===== src/rtl/pipe_stage_reg_if.sv =====
// Valid/ready handshake bundle between two pipeline stages.
// The upstream and downstream sides of one stage register share this bundle.
interface pipe_stage_reg_if #(
  parameter int unsigned DATA_W = 96,
  parameter int unsigned CTRL_W = 16
);
  logic              in_valid;
  logic              in_ready;
  logic [DATA_W-1:0] in_data;
  logic [CTRL_W-1:0] in_ctrl;
  logic              out_valid;
  logic              out_ready;
  logic [DATA_W-1:0] out_data;
  logic [CTRL_W-1:0] out_ctrl;

  // Environment side: drives the upstream request and the downstream accept.
  modport master (
    output in_valid, in_data, in_ctrl, out_ready,
    input  in_ready, out_valid, out_data, out_ctrl
  );

  // Stage register side.
  modport slave (
    input  in_valid, in_data, in_ctrl, out_ready,
    output in_ready, out_valid, out_data, out_ctrl
  );
endinterface


===== src/rtl/pipe_stage_reg.sv =====
// Generic inter-stage pipeline register with a 2-entry skid buffer, flush with
// bubble insertion and a saturating back-pressure counter. State moves on negedge clk.
module pipe_stage_reg #(
  parameter int unsigned        DATA_W      = 96,
  parameter int unsigned        CTRL_W      = 16,
  parameter logic [CTRL_W-1:0]  CTRL_BUBBLE = '0,
  parameter int unsigned        CNT_W       = 16
) (
  input  logic                clk,
  input  logic                rst,
  input  logic                flush,
  input  logic                stall_cnt_clr,
  pipe_stage_reg_if.slave     bus,
  output logic [1:0]          occupancy,
  output logic [CNT_W-1:0]    stall_cnt
);

  localparam logic [CNT_W-1:0] CNT_MAX = {CNT_W{1'b1}};

  typedef enum logic [1:0] {
    EMPTY = 2'd0,
    ONE   = 2'd1,
    TWO   = 2'd2
  } state_t;

  state_t            state_q, state_n;
  logic              valid_q, valid_n;
  logic [DATA_W-1:0] main_data_q, main_data_n;
  logic [CTRL_W-1:0] main_ctrl_q, main_ctrl_n;
  logic [DATA_W-1:0] skid_data_q, skid_data_n;
  logic [CTRL_W-1:0] skid_ctrl_q, skid_ctrl_n;
  logic [CNT_W-1:0]  stall_q, stall_n;
  logic              in_ready_c;
  logic              in_xfer;
  logic              out_xfer;

  // State and datapath registers.
  always_ff @(negedge clk or posedge rst) begin
    if (rst) begin
      state_q     <= EMPTY;
      valid_q     <= 1'b0;
      main_data_q <= '0;
      main_ctrl_q <= CTRL_BUBBLE;
      skid_data_q <= '0;
      skid_ctrl_q <= '0;
      stall_q     <= '0;
    end else begin
      state_q     <= state_n;
      valid_q     <= valid_n;
      main_data_q <= main_data_n;
      main_ctrl_q <= main_ctrl_n;
      skid_data_q <= skid_data_n;
      skid_ctrl_q <= skid_ctrl_n;
      stall_q     <= stall_n;
    end
  end

  // Next-state, entry movement and stall counter.
  always_comb begin
    in_ready_c  = (state_q != TWO);
    in_xfer     = bus.in_valid & in_ready_c;
    out_xfer    = valid_q & bus.out_ready;
    state_n     = state_q;
    valid_n     = valid_q;
    main_data_n = main_data_q;
    main_ctrl_n = main_ctrl_q;
    skid_data_n = skid_data_q;
    skid_ctrl_n = skid_ctrl_q;
    stall_n     = stall_q;

    if (flush) begin
      // Bubble insertion; any concurrent input is dropped, main data goes stale.
      state_n     = EMPTY;
      valid_n     = 1'b0;
      main_ctrl_n = CTRL_BUBBLE;
    end else begin
      case (state_q)
        EMPTY: begin
          if (in_xfer) begin
            state_n     = ONE;
            valid_n     = 1'b1;
            main_data_n = bus.in_data;
            main_ctrl_n = bus.in_ctrl;
          end
        end
        ONE: begin
          if (in_xfer && out_xfer) begin
            main_data_n = bus.in_data;
            main_ctrl_n = bus.in_ctrl;
          end else if (out_xfer) begin
            state_n     = EMPTY;
            valid_n     = 1'b0;
            main_ctrl_n = CTRL_BUBBLE;
          end else if (in_xfer) begin
            state_n     = TWO;
            skid_data_n = bus.in_data;
            skid_ctrl_n = bus.in_ctrl;
          end
        end
        TWO: begin
          if (out_xfer) begin
            state_n     = ONE;
            main_data_n = skid_data_q;
            main_ctrl_n = skid_ctrl_q;
          end
        end
        default: begin
          state_n     = EMPTY;
          valid_n     = 1'b0;
          main_ctrl_n = CTRL_BUBBLE;
        end
      endcase
    end

    if (stall_cnt_clr) begin
      stall_n = '0;
    end else if (valid_q && !bus.out_ready && !flush && (stall_q != CNT_MAX)) begin
      stall_n = stall_q + CNT_W'(1);
    end
  end

  assign bus.in_ready  = in_ready_c;
  assign bus.out_valid = valid_q;
  assign bus.out_data  = main_data_q;
  assign bus.out_ctrl  = main_ctrl_q;
  assign occupancy     = state_q;
  assign stall_cnt     = stall_q;

endmodule


===== src/flat_wrapper.sv =====
// flat-port wrapper written by rule: the top's interface ports become plain ports
module pipe_stage_reg_flat 
#(
  parameter int unsigned        DATA_W      = 96,
  parameter int unsigned        CTRL_W      = 16,
  parameter logic [CTRL_W-1:0]  CTRL_BUBBLE = '0,
  parameter int unsigned        CNT_W       = 16
)
  (clk, rst, flush, stall_cnt_clr, occupancy, stall_cnt, bus_in_valid, bus_in_data, bus_in_ctrl, bus_out_ready, bus_in_ready, bus_out_valid, bus_out_data, bus_out_ctrl);
  pipe_stage_reg_if #(.DATA_W(DATA_W), .CTRL_W(CTRL_W)) bus_i ();
  input  logic clk;
  input  logic rst;
  input  logic flush;
  input  logic stall_cnt_clr;
  output logic [1:0] occupancy;
  output logic [CNT_W-1:0] stall_cnt;
  input wire logic [$bits(bus_i.in_valid)-1:0] bus_in_valid;
  input wire logic [$bits(bus_i.in_data)-1:0] bus_in_data;
  input wire logic [$bits(bus_i.in_ctrl)-1:0] bus_in_ctrl;
  input wire logic [$bits(bus_i.out_ready)-1:0] bus_out_ready;
  output wire logic [$bits(bus_i.in_ready)-1:0] bus_in_ready;
  output wire logic [$bits(bus_i.out_valid)-1:0] bus_out_valid;
  output wire logic [$bits(bus_i.out_data)-1:0] bus_out_data;
  output wire logic [$bits(bus_i.out_ctrl)-1:0] bus_out_ctrl;
  assign bus_i.in_valid = bus_in_valid;
  assign bus_i.in_data = bus_in_data;
  assign bus_i.in_ctrl = bus_in_ctrl;
  assign bus_i.out_ready = bus_out_ready;
  assign bus_in_ready = bus_i.in_ready;
  assign bus_out_valid = bus_i.out_valid;
  assign bus_out_data = bus_i.out_data;
  assign bus_out_ctrl = bus_i.out_ctrl;
  pipe_stage_reg #(.DATA_W(DATA_W), .CTRL_W(CTRL_W), .CTRL_BUBBLE(CTRL_BUBBLE), .CNT_W(CNT_W)) u_core (.clk(clk), .rst(rst), .flush(flush), .stall_cnt_clr(stall_cnt_clr), .bus(bus_i), .occupancy(occupancy), .stall_cnt(stall_cnt));
endmodule

===== config.mk =====
export PLATFORM = sky130hd
export DESIGN_NAME = pipe_stage_reg_flat
export DESIGN_NICKNAME = d
export VERILOG_FILES = /design/src/rtl/pipe_stage_reg_if.sv /design/src/rtl/pipe_stage_reg.sv /design/src/flat_wrapper.sv
export SDC_FILE = /design/constraint.sdc
export NUM_CORES = 1
export LEC_CHECK = 0
export ABC_AREA = 1
export ABC_CLOCK_PERIOD_IN_PS = 10150
export BUFFER_PORTS_ARGS = -buffer_cell sky130_fd_sc_hd__buf_2
export CAP_MARGIN = 20
export CORE_ASPECT_RATIO = 1.1
export CORE_MARGIN = 8
export CORE_UTILIZATION = 50
export CTS_CLUSTER_DIAMETER = 120
export DETAILED_ROUTE_END_ITERATION = 16
export GPL_TIMING_DRIVEN = 0
export PLACE_DENSITY = 0.76
export SYNTH_ARGS = -nofsm -noshare
export SYNTH_HDL_FRONTEND = slang
export SYNTH_SLANG_ARGS = --single-unit

===== constraint.sdc =====
create_clock -name clk -period 10.15 [get_ports clk]
set_input_delay 1.5225 -clock clk [delete_from_list [all_inputs] [get_ports clk]]
set_output_delay 1.5225 -clock clk [all_outputs]
set_load 0.03 [all_outputs]

== Word-level counts from Yosys, hierarchy flattened ==
Index checks and enable logic that the tools add are counted.

* Flip-flop bits (word level): 243
* Bits of input ports: 118

* $add $sub $neg: 1
* Equality and inequality tests: 14
* Mux-type cells: 24
* Bitwise gates (word level): 5
* Reductions and logical operators: 14

{| class="wikitable"
|+ Operator list
! kind !! number
|-
| $mux W96 || 3
|-
| $pmux W96 S3 || 1
|-
| $mux W16 || 7
|-
| $pmux W16 S3 || 1
|-
| $add A16 B1 Y16 const B || 1
|-
| $ne A16 B16 Y1 const B || 1
|-
| $mux W2 || 6
|-
| $reduce_and A5 Y1 || 2
|-
| $ne A3 B2 Y1 const B || 3
|-
| $ne A4 B2 Y1 const B || 2
|-
| $reduce_and A4 Y1 || 2
|-
| $ne A2 B1 Y1 const B || 3
|-
| $pmux W2 S3 || 1
|-
| $logic_and A1 B1 Y1 || 4
|-
| $mux W1 || 4
|-
| $ne A2 B2 Y1 const B || 2
|-
| $ne A3 B3 Y1 const B || 1
|-
| $not A1 Y1 || 3
|-
| $pmux W1 S3 || 1
|-
| $reduce_and A3 Y1 || 1
|-
| $reduce_bool A3 Y1 || 1
|-
| $and A1 B1 Y1 || 2
|-
| $eq A2 B1 Y1 const B || 1
|-
| $eq A2 B2 Y1 const B || 1
|-
| 3 further kinds || 4
|}

== Longest topological paths before layout ==
* Word-level depth: 7
* Gate-level depth with buffers: 10
* Gate-level depth less buffers: 9

==> out/metrics.cfg <==
[die]
fp.coreArea_um2 = 21370
die_area_um2 = 26740
die_y_um = 170.7
die_x_um = 156.6
io_pins = 250
num_rows = 56
start_util = 0.5090

[setup_path]
crit_path_cell_trace = inv_2 -> nand2_4 -> clkbuf_1 -> buf_2
crit_type = reg2out
worstSetupEndpointType = output pin
critPathRequiredTime_ns = 8.63
cp_num_cells = 4
slowest_stage = dfrtn_1
crit_fanout = 10
critPathTopFamily = buffers and inverters
rr_worst_depth = 7
arrival_ns = 7.05
crit_buf_inv = 3
start_kind = flip-flop
max_stage_delay_ns = 0.48

[cts]
cts_sinks = 243
numCtsBuffers = 26
clockRootBuffer = clkbuf_16
clockBufferDepth = 3
cts_resized = 0
post_cts_buffers = 0
cts_hold_buf = 0
clk_pin_slew_worst_paths_ns = 0.05
clk_latency_ns = 0.53
htree_levels = 1
cts_tree = done

[sta]
tightest_slew_ns = 0.6184
slew_viol_final = 0
max_slew_margin = 0.5834
holdWs_ns = 0.4244
setup_viol = 0
layout_setup_ws_ns = 1.580
hold_viol_final = 0
fin_skew_ns = 0.006495
rsz0062_at_grt = no

[route]
drt-total-wl_um = 30900
avgViaCountPerCell = 5.184
dr.pass1.iters = 5
drtIter0Drc = 727
vias = 9797
postRouteAntennaNets = 0
routedWlPerCell_um = 16.35
drcViolationCount = 0

[synth]
netlist_area_um2 = 10880
syn_area_per_cell_um2 = 8.393
synth_nets = 1415
ys_seq_area_frac = 0.5590
yosysUniqueCellTypes = 27
synthCells = 1296
ys_ff_latch = 243
ys_warn_count = 0

[global_routing]
met2_usage = 0.3856
grt_util_met1 = 0.2883
grt_usage = 0.2287
grt_max_degree = 41
met3_usage = 0.04895
grt.busiest_layer = met2
grt-ovfl-total = 0
grt_pass1_vias = 9760
antenna_found_initial = 6
grt_pass1_wl_um = 49590

[hold_path]
min_path_cells = 2
hp-class = reg2reg

[power]
swShare = 0.3919
p_int_w = 0.002436
power.switching_w = 0.001570
comb_power_share = 0.341
leakage_nw = 6.972
pwr-share-seq = 0.419
power_density_nw_per_um2 = 296.5
ir_drop_uv = 152.0
clockPowerShare = 0.240
p_total_w = 0.004006

[layout]
syn_to_final_growth_pct = 24.20
final_nets = 1699
drive_gt1_frac = 0.2340
mostFrequentLayoutCells = 433 x nand2_1, 281 x buf_2, 243 x dfrtn_1
final_area_um2 = 13510
layout_commonest_cell = nand2_1

[place]
dp_hpwl_um = 22260
preCtsSetupSlack_ns = 1.961
port_buffers = 249
place_congestion = 0.8156
placed_area_um2 = 12630

[outcome]
status = complete, no violations

[flow_run]
cap_violations = 0

registers in the layout, indices dropped and copies added, names as in the netlist:
| signal | cells |
|---|---|
| u_core.bus.out_ctrl | 16 |
| u_core.stall_cnt | 16 |
| u_core.skid_data_q | 96 |
| u_core.bus.out_valid | 1 |
| u_core.occupancy | 2 |
| u_core.skid_ctrl_q | 16 |
| u_core.bus.out_data | 96 |
per-stage QoR:
| step | utilization | TNS (ns) | cells |
|---|---|---|---|
| 2_1_floorplan | - | 0 | 1296 |
| 3_3_place_gp | 0.5845 | -230.02 | 1835 |
| 3_5_place_dp | 0.5910 | 0 | 1842 |
| 4_1_cts | 0.6320 | 0 | 1888 |
| 5_1_grt | 0.6322 | 0 | 1890 |
| 6_report | 0.6322 | 0 | 1890 |
power by group through the flow:
stage	Clock [W]	Sequential (W)	Combinational (W)
floorplan	0	0.00205	0.000537
global placement	0	0.00167	0.00134
detailed placement	0	0.00168	0.00138
CTS	0.000973	0.00167	0.00138
global route	0.00101	0.00173	0.00150
finish	0.000961	0.00168	0.00137
Yosys cell counts (all sizes together):
library cell	instances	share of area
o21ai	121	0.056
clkbuf	21	0.0072
dfrtn	243	0.56
or2	1	0.00058
ha	1	0.0012
buf	54	0.034
a31oi	96	0.055
xor2	6	0.0048
o211ai	17	0.013
a21o	1	0.00069
nand3	28	0.014
inv	128	0.044
o21bai	5	0.0035
nand4	13	0.0075
nand2	437	0.15
nor2	124	0.047
layout make-up:
class                      instances  area [um2]
antenna                            2       5.005
buffer                            75       449.2
clock buffer                      38       795.8
clock inverter                     8       78.83
fill                            1830        7860
inverter                         128       484.2
multi-input combinational        850        3867
sequential                       243        6081
tap                              290       362.8
timing repair buffer             256        1386
logic make-up after synthesis:
logic type | Yosys count | share of synthesized area
buffers and inverters | 203 | 0.08546
AOI/OAI and AO/OA | 240 | 0.1280
adders and majority gates | 1 | 0.001150
DFF | 243 | 0.5590
and+or+nand+nor | 603 | 0.2215
xor gates and xnor gates | 6 | 0.004831
metal layers:
| metal | up-vias | routed length, um |
|---|---|---|
| met1 | 4642 | 12730 |
| met4 | 8 | 860 |
| met3 | 78 | 2311 |
| met5 | - | 47 |
| li1 | 4724 | - |
| met2 | 345 | 14950 |
worst register-to-register path: stages, from the launching register on:
cell     delay (ns)
dfrtn_1        0.44
nand2_1        0.23
o21ai_1        0.20
nand2_1        0.11
inv_2          0.08
buf_2          0.27
buf_2          0.32
a31oi_1        0.12
final timing paths:
check                                                           end  slack [ns]                                start
worst max-delay path                                   bus_in_ready        1.58      u_core.occupancy[0]$_DFFE_NP0P_
worst min-delay path            u_core.bus.out_ctrl[11]$_DFFE_NP0P_        0.42  u_core.bus.out_ctrl[11]$_DFFE_NP0P_
worst max register to register   u_core.bus.out_data[5]$_DFFE_NP0P_        8.22     u_core.bus.out_valid$_DFFE_NP0P_
worst min register to register  u_core.bus.out_ctrl[11]$_DFFE_NP0P_        0.42  u_core.bus.out_ctrl[11]$_DFFE_NP0P_
max in group asynchronous       u_core.bus.out_data[95]$_DFFE_NP0P_        2.77                                  rst
min in group asynchronous           u_core.stall_cnt[4]$_DFFE_NP0P_        6.02                                  rst
No activity file was read; power rests on OpenSTA's default activity.
